## config.mk

```make
export PLATFORM = sky130hd
export DESIGN_NAME = conv3x3_engine
export DESIGN_NICKNAME = d
export VERILOG_FILES = /design/src/rtl/conv_pkg.sv /design/src/rtl/conv_mac.sv /design/src/rtl/conv3x3_engine.sv
export SDC_FILE = /design/constraint.sdc
export NUM_CORES = 2
export LEC_CHECK = 0
export BUFFER_PORTS_ARGS = -buffer_cell sky130_fd_sc_hd__buf_2
export CORE_AREA = 2 2 297 299
export CTS_BUF_LIST = sky130_fd_sc_hd__clkbuf_8 sky130_fd_sc_hd__clkbuf_16
export DETAILED_ROUTE_END_ITERATION = 6
export DIE_AREA = 0 0 299 301
export SLEW_MARGIN = 10
export SYNTH_ARGS = -nofsm -noshare
export SYNTH_HDL_FRONTEND = slang
export SYNTH_SLANG_ARGS = --single-unit
```

## constraint.sdc

```tcl
create_clock -name i_clk -period 26.4 [get_ports i_clk]
set_input_delay 5.28 -clock i_clk [delete_from_list [all_inputs] [get_ports i_clk]]
set_output_delay 5.28 -clock i_clk [all_outputs]
set_load 0.005 [all_outputs]
```

## src/rtl/conv_pkg.sv

```systemverilog
// Shared constants and FSM encoding for the 3x3 convolution engine.
package conv_pkg;

    localparam int IMG_ROWS = 10;
    localparam int IMG_COLS = 12;
    localparam int PIX_W    = 4;
    localparam int KER_W    = 4;
    localparam int OUT_W    = 9;
    localparam int ADDR_W   = 7;

    localparam int OUT_ROWS = IMG_ROWS - 2;
    localparam int OUT_COLS = IMG_COLS - 2;
    localparam int N_TAPS   = 9;
    localparam int N_RES    = OUT_ROWS * OUT_COLS;
    localparam int PROD_W   = PIX_W + KER_W;
    // 9 * 15 * 15 = 2025 fits in 12 bits, so the accumulator never wraps
    localparam int ACC_W    = 12;

    typedef enum logic [2:0] {
        ST_IDLE,
        ST_LOAD,
        ST_FETCH,
        ST_DRAIN,
        ST_STORE,
        ST_DONE,
        ST_WAIT_REL
    } state_t;

endpackage

```

## src/rtl/conv_mac.sv

```systemverilog
// Registered unsigned multiply-accumulate with clear/enable and a
// saturated OUT_W-bit view of the running sum.
module conv_mac
    import conv_pkg::*;
(
    input  logic             i_clk,
    input  logic             i_rst,
    input  logic             i_clr,
    input  logic             i_en,
    input  logic [PIX_W-1:0] i_pix,
    input  logic [KER_W-1:0] i_ker,
    output logic [OUT_W-1:0] o_sat
);

    localparam logic [ACC_W-1:0] SAT_MAX = ACC_W'((1 << OUT_W) - 1);

    logic [ACC_W-1:0]  r_acc;
    logic [PROD_W-1:0] w_prod;

    assign w_prod = PROD_W'(i_pix) * PROD_W'(i_ker);

    // Accumulator: clear wins over enable so STORE can restart the sum cleanly
    always_ff @(posedge i_clk or posedge i_rst) begin
        if (i_rst)
            r_acc <= '0;
        else if (i_clr)
            r_acc <= '0;
        else if (i_en)
            r_acc <= r_acc + ACC_W'(w_prod);
    end

    assign o_sat = (r_acc > SAT_MAX) ? {OUT_W{1'b1}} : r_acc[OUT_W-1:0];

endmodule

```

## src/rtl/conv3x3_engine.sv

```systemverilog
// Sequential 3x3 convolution over a 10x12 image: one MAC per cycle,
// 80 saturated results kept in a register bank exposed as a flat bus.
module conv3x3_engine
    import conv_pkg::*;
(
    input  logic                      i_clk,
    input  logic                      i_rst,
    input  logic                      i_start,
    input  logic [N_TAPS*KER_W-1:0]   i_kernel_flat,
    output logic [ADDR_W-1:0]         o_img_addr,
    input  logic [PIX_W-1:0]          i_img_rd_data,
    output logic                      o_busy,
    output logic                      o_done,
    output logic [N_RES*OUT_W-1:0]    o_res_flat
);

    localparam int R_W = $clog2(OUT_ROWS);
    localparam int C_W = $clog2(OUT_COLS);
    localparam int T_W = $clog2(N_TAPS + 1);
    localparam int I_W = $clog2(N_RES);

    state_t                        r_state, w_state_nxt;
    logic [T_W-1:0]                r_tap, r_mac_tap;
    logic [R_W-1:0]                r_row;
    logic [C_W-1:0]                r_col;
    logic [N_TAPS-1:0][KER_W-1:0]  r_ker;
    logic [ADDR_W-1:0]             r_addr_hold, w_addr;
    logic [1:0]                    w_kr, w_kc;
    logic                          r_mac_en, w_mac_clr, w_last;
    logic [OUT_W-1:0]              w_sat;
    logic [N_RES-1:0][OUT_W-1:0]   r_res;
    logic [I_W-1:0]                w_res_idx;

    assign w_kr      = 2'(r_tap / T_W'(3));
    assign w_kc      = 2'(r_tap % T_W'(3));
    assign w_addr    = (ADDR_W'(r_row) + ADDR_W'(w_kr)) * ADDR_W'(IMG_COLS)
                     + ADDR_W'(r_col) + ADDR_W'(w_kc);
    assign w_res_idx = I_W'(r_row) * I_W'(OUT_COLS) + I_W'(r_col);
    assign w_last    = (r_row == R_W'(OUT_ROWS - 1)) && (r_col == C_W'(OUT_COLS - 1));
    assign w_mac_clr = (r_state == ST_LOAD) || (r_state == ST_STORE);

    // Address is live during FETCH and frozen at its last value otherwise
    assign o_img_addr = (r_state == ST_FETCH) ? w_addr : r_addr_hold;
    assign o_res_flat = r_res;

    // State register
    always_ff @(posedge i_clk or posedge i_rst) begin
        if (i_rst)
            r_state <= ST_IDLE;
        else
            r_state <= w_state_nxt;
    end

    // Next-state and status outputs
    always_comb begin
        w_state_nxt = r_state;
        o_busy      = 1'b1;
        o_done      = 1'b0;
        case (r_state)
            ST_IDLE: begin
                o_busy = 1'b0;
                if (i_start)
                    w_state_nxt = ST_LOAD;
            end
            ST_LOAD:  w_state_nxt = ST_FETCH;
            ST_FETCH: begin
                if (r_tap == T_W'(N_TAPS - 1))
                    w_state_nxt = ST_DRAIN;
            end
            ST_DRAIN: w_state_nxt = ST_STORE;
            ST_STORE: w_state_nxt = w_last ? ST_DONE : ST_FETCH;
            ST_DONE: begin
                o_done      = 1'b1;
                w_state_nxt = ST_WAIT_REL;
            end
            ST_WAIT_REL: begin
                // Require start to drop so one assertion yields one run
                o_busy = 1'b0;
                if (!i_start)
                    w_state_nxt = ST_IDLE;
            end
            default: w_state_nxt = ST_IDLE;
        endcase
    end

    // Tap / column / row counters walking the output grid
    always_ff @(posedge i_clk or posedge i_rst) begin
        if (i_rst) begin
            r_tap <= '0;
            r_row <= '0;
            r_col <= '0;
        end else begin
            case (r_state)
                ST_LOAD: begin
                    r_tap <= '0;
                    r_row <= '0;
                    r_col <= '0;
                end
                ST_FETCH: r_tap <= r_tap + 1'b1;
                ST_STORE: begin
                    r_tap <= '0;
                    if (r_col == C_W'(OUT_COLS - 1)) begin
                        r_col <= '0;
                        r_row <= r_row + 1'b1;
                    end else begin
                        r_col <= r_col + 1'b1;
                    end
                end
                default: ;
            endcase
        end
    end

    // Hold the last fetch address and delay the tap index to line up with RAM data
    always_ff @(posedge i_clk or posedge i_rst) begin
        if (i_rst) begin
            r_addr_hold <= '0;
            r_mac_en    <= 1'b0;
            r_mac_tap   <= '0;
        end else begin
            r_mac_en <= (r_state == ST_FETCH);
            if (r_state == ST_FETCH) begin
                r_addr_hold <= w_addr;
                r_mac_tap   <= r_tap;
            end
        end
    end

    // Kernel snapshot taken at LOAD so later input changes do not disturb the run
    always_ff @(posedge i_clk or posedge i_rst) begin
        if (i_rst)
            r_ker <= '0;
        else if (r_state == ST_LOAD)
            r_ker <= i_kernel_flat;
    end

    conv_mac u_mac (
        .i_clk (i_clk),
        .i_rst (i_rst),
        .i_clr (w_mac_clr),
        .i_en  (r_mac_en),
        .i_pix (i_img_rd_data),
        .i_ker (r_ker[r_mac_tap]),
        .o_sat (w_sat)
    );

    // Result bank: one entry written per STORE, untouched otherwise
    always_ff @(posedge i_clk or posedge i_rst) begin
        if (i_rst)
            r_res <= '0;
        else if (r_state == ST_STORE)
            r_res[w_res_idx] <= w_sat;
    end

endmodule

```

==> reports/results.ini <==
[worst_setup_path]
cp.required_ns=21.12
critPathCaptureType=primary output
reg2reg_slack_ns=21.24
path_class=register to primary output
worstRegToRegCells=15
slowest_delay_ns=0.58
critPathMaxFanout=7
cp_slowest_cell=fa_1
r2r-start=r_mac_tap[0]
crit_start=r_tap[2]
r2r-end=u_mac.r_acc[8]
cp-start-kind=register
critPathArrivalTime_ns=4.93
cp_top_family=adder cells
crit_end=o_img_addr[5]
crit_cells=19
crit_chain=nor2b_1 > ha_1 > inv_1 > ha_1 > a32o_1 > a221oi_1 > nor2_1 > inv_1 > ha_1 > inv_1 > fa_1 > inv_1 > ha_1 > fa_1 > nand2_1 > o21ai_0 > xnor2_1 > o21ai_0 > buf_2
cp_num_buf_inv=5

[placed_design]
hpwl_um=72500
port_buffers=771
placed_area_um2=37730
place_congestion=0.8266

[min_path]
hold_class=register to register

[timing]
setup-tns-final_ns=0
fmax_mhz=97.96
rsz0062_at_grt=no
worst_pin_slew_ns=1.207
timing.final.crit_share_pct=38.67
slew_viol_final=0
setup_violations=0
maxSlewHeadroom_pct=19.12
fin_skew_ns=0.04246
finalWorstPathRequiredPeriod_ns=10.21
final-hold-violation-count=0

[outcome]
status=complete, no violations

[routing]
dr.first_iter.drc_count=1119
dr_total_vias=21704
first_pass_iters=5
viasPerCell=5.132
wl_per_cell_um=25.13
drc=0
antenna_left=0
wl_um=106300

[synth]
syn_area_um2=32510
seq_area_frac_synth_pct=61.11
synth_nets=2332
yosysMostFrequentCell=dfrtp_1
yosys-top-cells-count=dfrtp_1, mux2_2, nand2_1
syn-instance-count=2233
synth_seq_cells=794
ys_types=66
yosys-top-cells-area=dfrtp_1, mux2_2, o21ai_0
yosys.area.top_type=dfrtp_1
ys_warn_count=0
synth_top_area_share_pct=61.11
ys.flop_type=dfrtp_1
synth_edf_count=0
synth_async_sr_flop_share_pct=100.0
syn_avg_cell_area_um2=14.56

[floorplanning]
rows=108
coreArea_um2=86480
die_area_um2=90000
fp.dieW_um=299
start_util_pct=37.60
dieHeight_um=301
io_pins=772

[cts]
clkTransAtPathRegs_ns=0.06
post_cts_buffers=0
cts_buffers=85
cts_tree=built
post_cts_resize_count=0
holdBufCountCts=0
cts-root-buf=clkbuf_16
clock-sinks=794
insertion_delay_ns=0.65
h-tree-depth=3
clock_path_buffers=3

[global_route]
grt_pass1_vias=23264
grt_start_max_net_pins=186
track_usage_pct=23.29
antenna_found_initial=4
overflow=0
grt_pass1_wl_um=156200

[cells_and_area]
final_layout_size_suffix_gt1_share_pct=55.63
final_net_count=3107
post-route-util_pct=47.17
areaGrowthSynthToFinish_pct=25.48
antenna_cells=0
num-fill-cells=7700
final_area_um2=40800

[power]
clockPowerShare_pct=35.6
cellPowerDensity_nw_per_um2=88.21
p_int_mw=2.367
p_leak_nw=22.15
sequentialPowerShare_pct=37.6
peakVddDrop_mv=0.09957
pwr-share-comb_pct=26.8
p_sw_mw=1.232
swShare_pct=34.23

[run]
maxCapViolCount=0

[flip-flops by register name, summed over array words and instances, names as in the netlist]
register / count
r_tap: 4
r_ker: 36
r_mac_tap: 4
o_res_flat: 720
u_mac.r_acc: 12
r_row: 3
r_addr_hold: 7
r_mac_en: 1
r_state: 3
r_col: 4
[final cells by class]
| type | instances | area, µm² | area share, % |
|---|---|---|---|
| inverters | 49 | 187.7 | 0.4600 |
| multi-input cells | 1277 | 12150 | 29.78 |
| clock inverters | 54 | 716.9 | 1.757 |
| well taps | 1155 | 1445 | 3.542 |
| clock buffers | 99 | 2320 | 5.686 |
| repair buffers | 801 | 4109 | 10.07 |
| flip-flops and latches | 794 | 19870 | 48.70 |
[logic make-up after synthesis]
logic type      count (synthesis)  synth area share, %
compound gates                184                3.487
xor+xnor                       19               0.5118
fa+ha+maj                      56                2.455
buf+inv                       162                1.951
flops                         794                61.11
mux                           694                24.27
simple gates                  324                6.211
[power by group through the flow]
stage,registers [mW],logic [mW],clock network (mW)
floorplan,1.35,0.626,0
global placement,1.37,0.949,0
detailed placement,1.38,0.973,0
CTS,1.35,0.975,1.31
global route,1.36,1.07,1.36
finish,1.35,0.963,1.28
[worst min path at each step]
stage               startpoint              end  slack, ns  depth (start not counted)
2_1_floorplan   r_addr_hold[0]   r_addr_hold[0]       0.46                          2
3_3_place_gp   o_res_flat[696]  o_res_flat[696]       0.46                          2
3_5_place_dp   o_res_flat[719]  o_res_flat[719]       0.46                          2
4_1_cts        o_res_flat[719]  o_res_flat[719]       0.48                          2
5_1_grt        o_res_flat[575]  o_res_flat[575]       0.49                          1
6_report        r_addr_hold[1]   r_addr_hold[1]       0.47                          2
[metrics by stage]
stage	setup slack (ns)	cells	power [mW]	hold slack, ns
floorplan	10.22	2233	1.974	0.4617
global placement	16.96	4076	2.320	0.4567
detailed placement	16.84	4076	2.349	0.4649
CTS	16.10	4229	3.640	0.4786
global route	15.77	4229	3.793	0.4924
finish	16.19	4229	3.599	0.4733
[worst reg2reg max path: stages (launching register included)]
cell,delay (ns)
dfrtp_1,0.73
mux4_2,0.61
mux2i_1,0.18
o21ai_0,0.18
and2_1,0.23
fa_1,0.48
ha_1,0.29
inv_1,0.05
fa_1,0.49
inv_1,0.04
ha_1,0.33
and2_1,0.19
a221oi_1,0.47
a21oi_1,0.17
or4_1,0.52
o311ai_0,0.09
[cells in the final DEF (no fill, tap or decap), types with 3 or more instances in the layout]
cell	count
a211oi_2	3
a21o_1	6
a21oi_1	15
and2_1	13
and3_1	3
buf_2	771
buf_4	28
bufinv_16	14
clkbuf_16	85
clkbuf_8	14
clkinv_2	16
clkinv_8	4
clkinvlp_4	6
dfrtp_1	794
fa_1	13
ha_1	42
inv_1	58
mux2_1	15
mux2_2	661
mux2i_1	10
mux4_2	8
nand2_1	126
nand2_4	7
nand2b_1	6
nand3_1	17
nor2_1	44
nor2b_1	3
nor3_1	5
nor3_2	27
nor3_4	34
nor3b_1	3
o211ai_1	3
o21a_1	3
o21ai_0	126
o311ai_2	5
or3_1	7
or4_1	3
xnor2_1	12
xor2_1	7
[routing by layer]
| metal | track usage (%) | wire length [µm] | share of wire, % | up-vias |
|---|---|---|---|---|
| li1 | - | - | - | 9429 |
| met1 | 28.05 | 41910 | 39 | 11264 |
| met2 | 38.88 | 51720 | 49 | 773 |
| met3 | 5.491 | 6903 | 6.5 | 238 |
| met4 | 12.33 | 5742 | 5.4 | 0 |
| met5 | 0 | 0 | 0 | - |
Note: power is estimated with default switching activity, not from simulation.
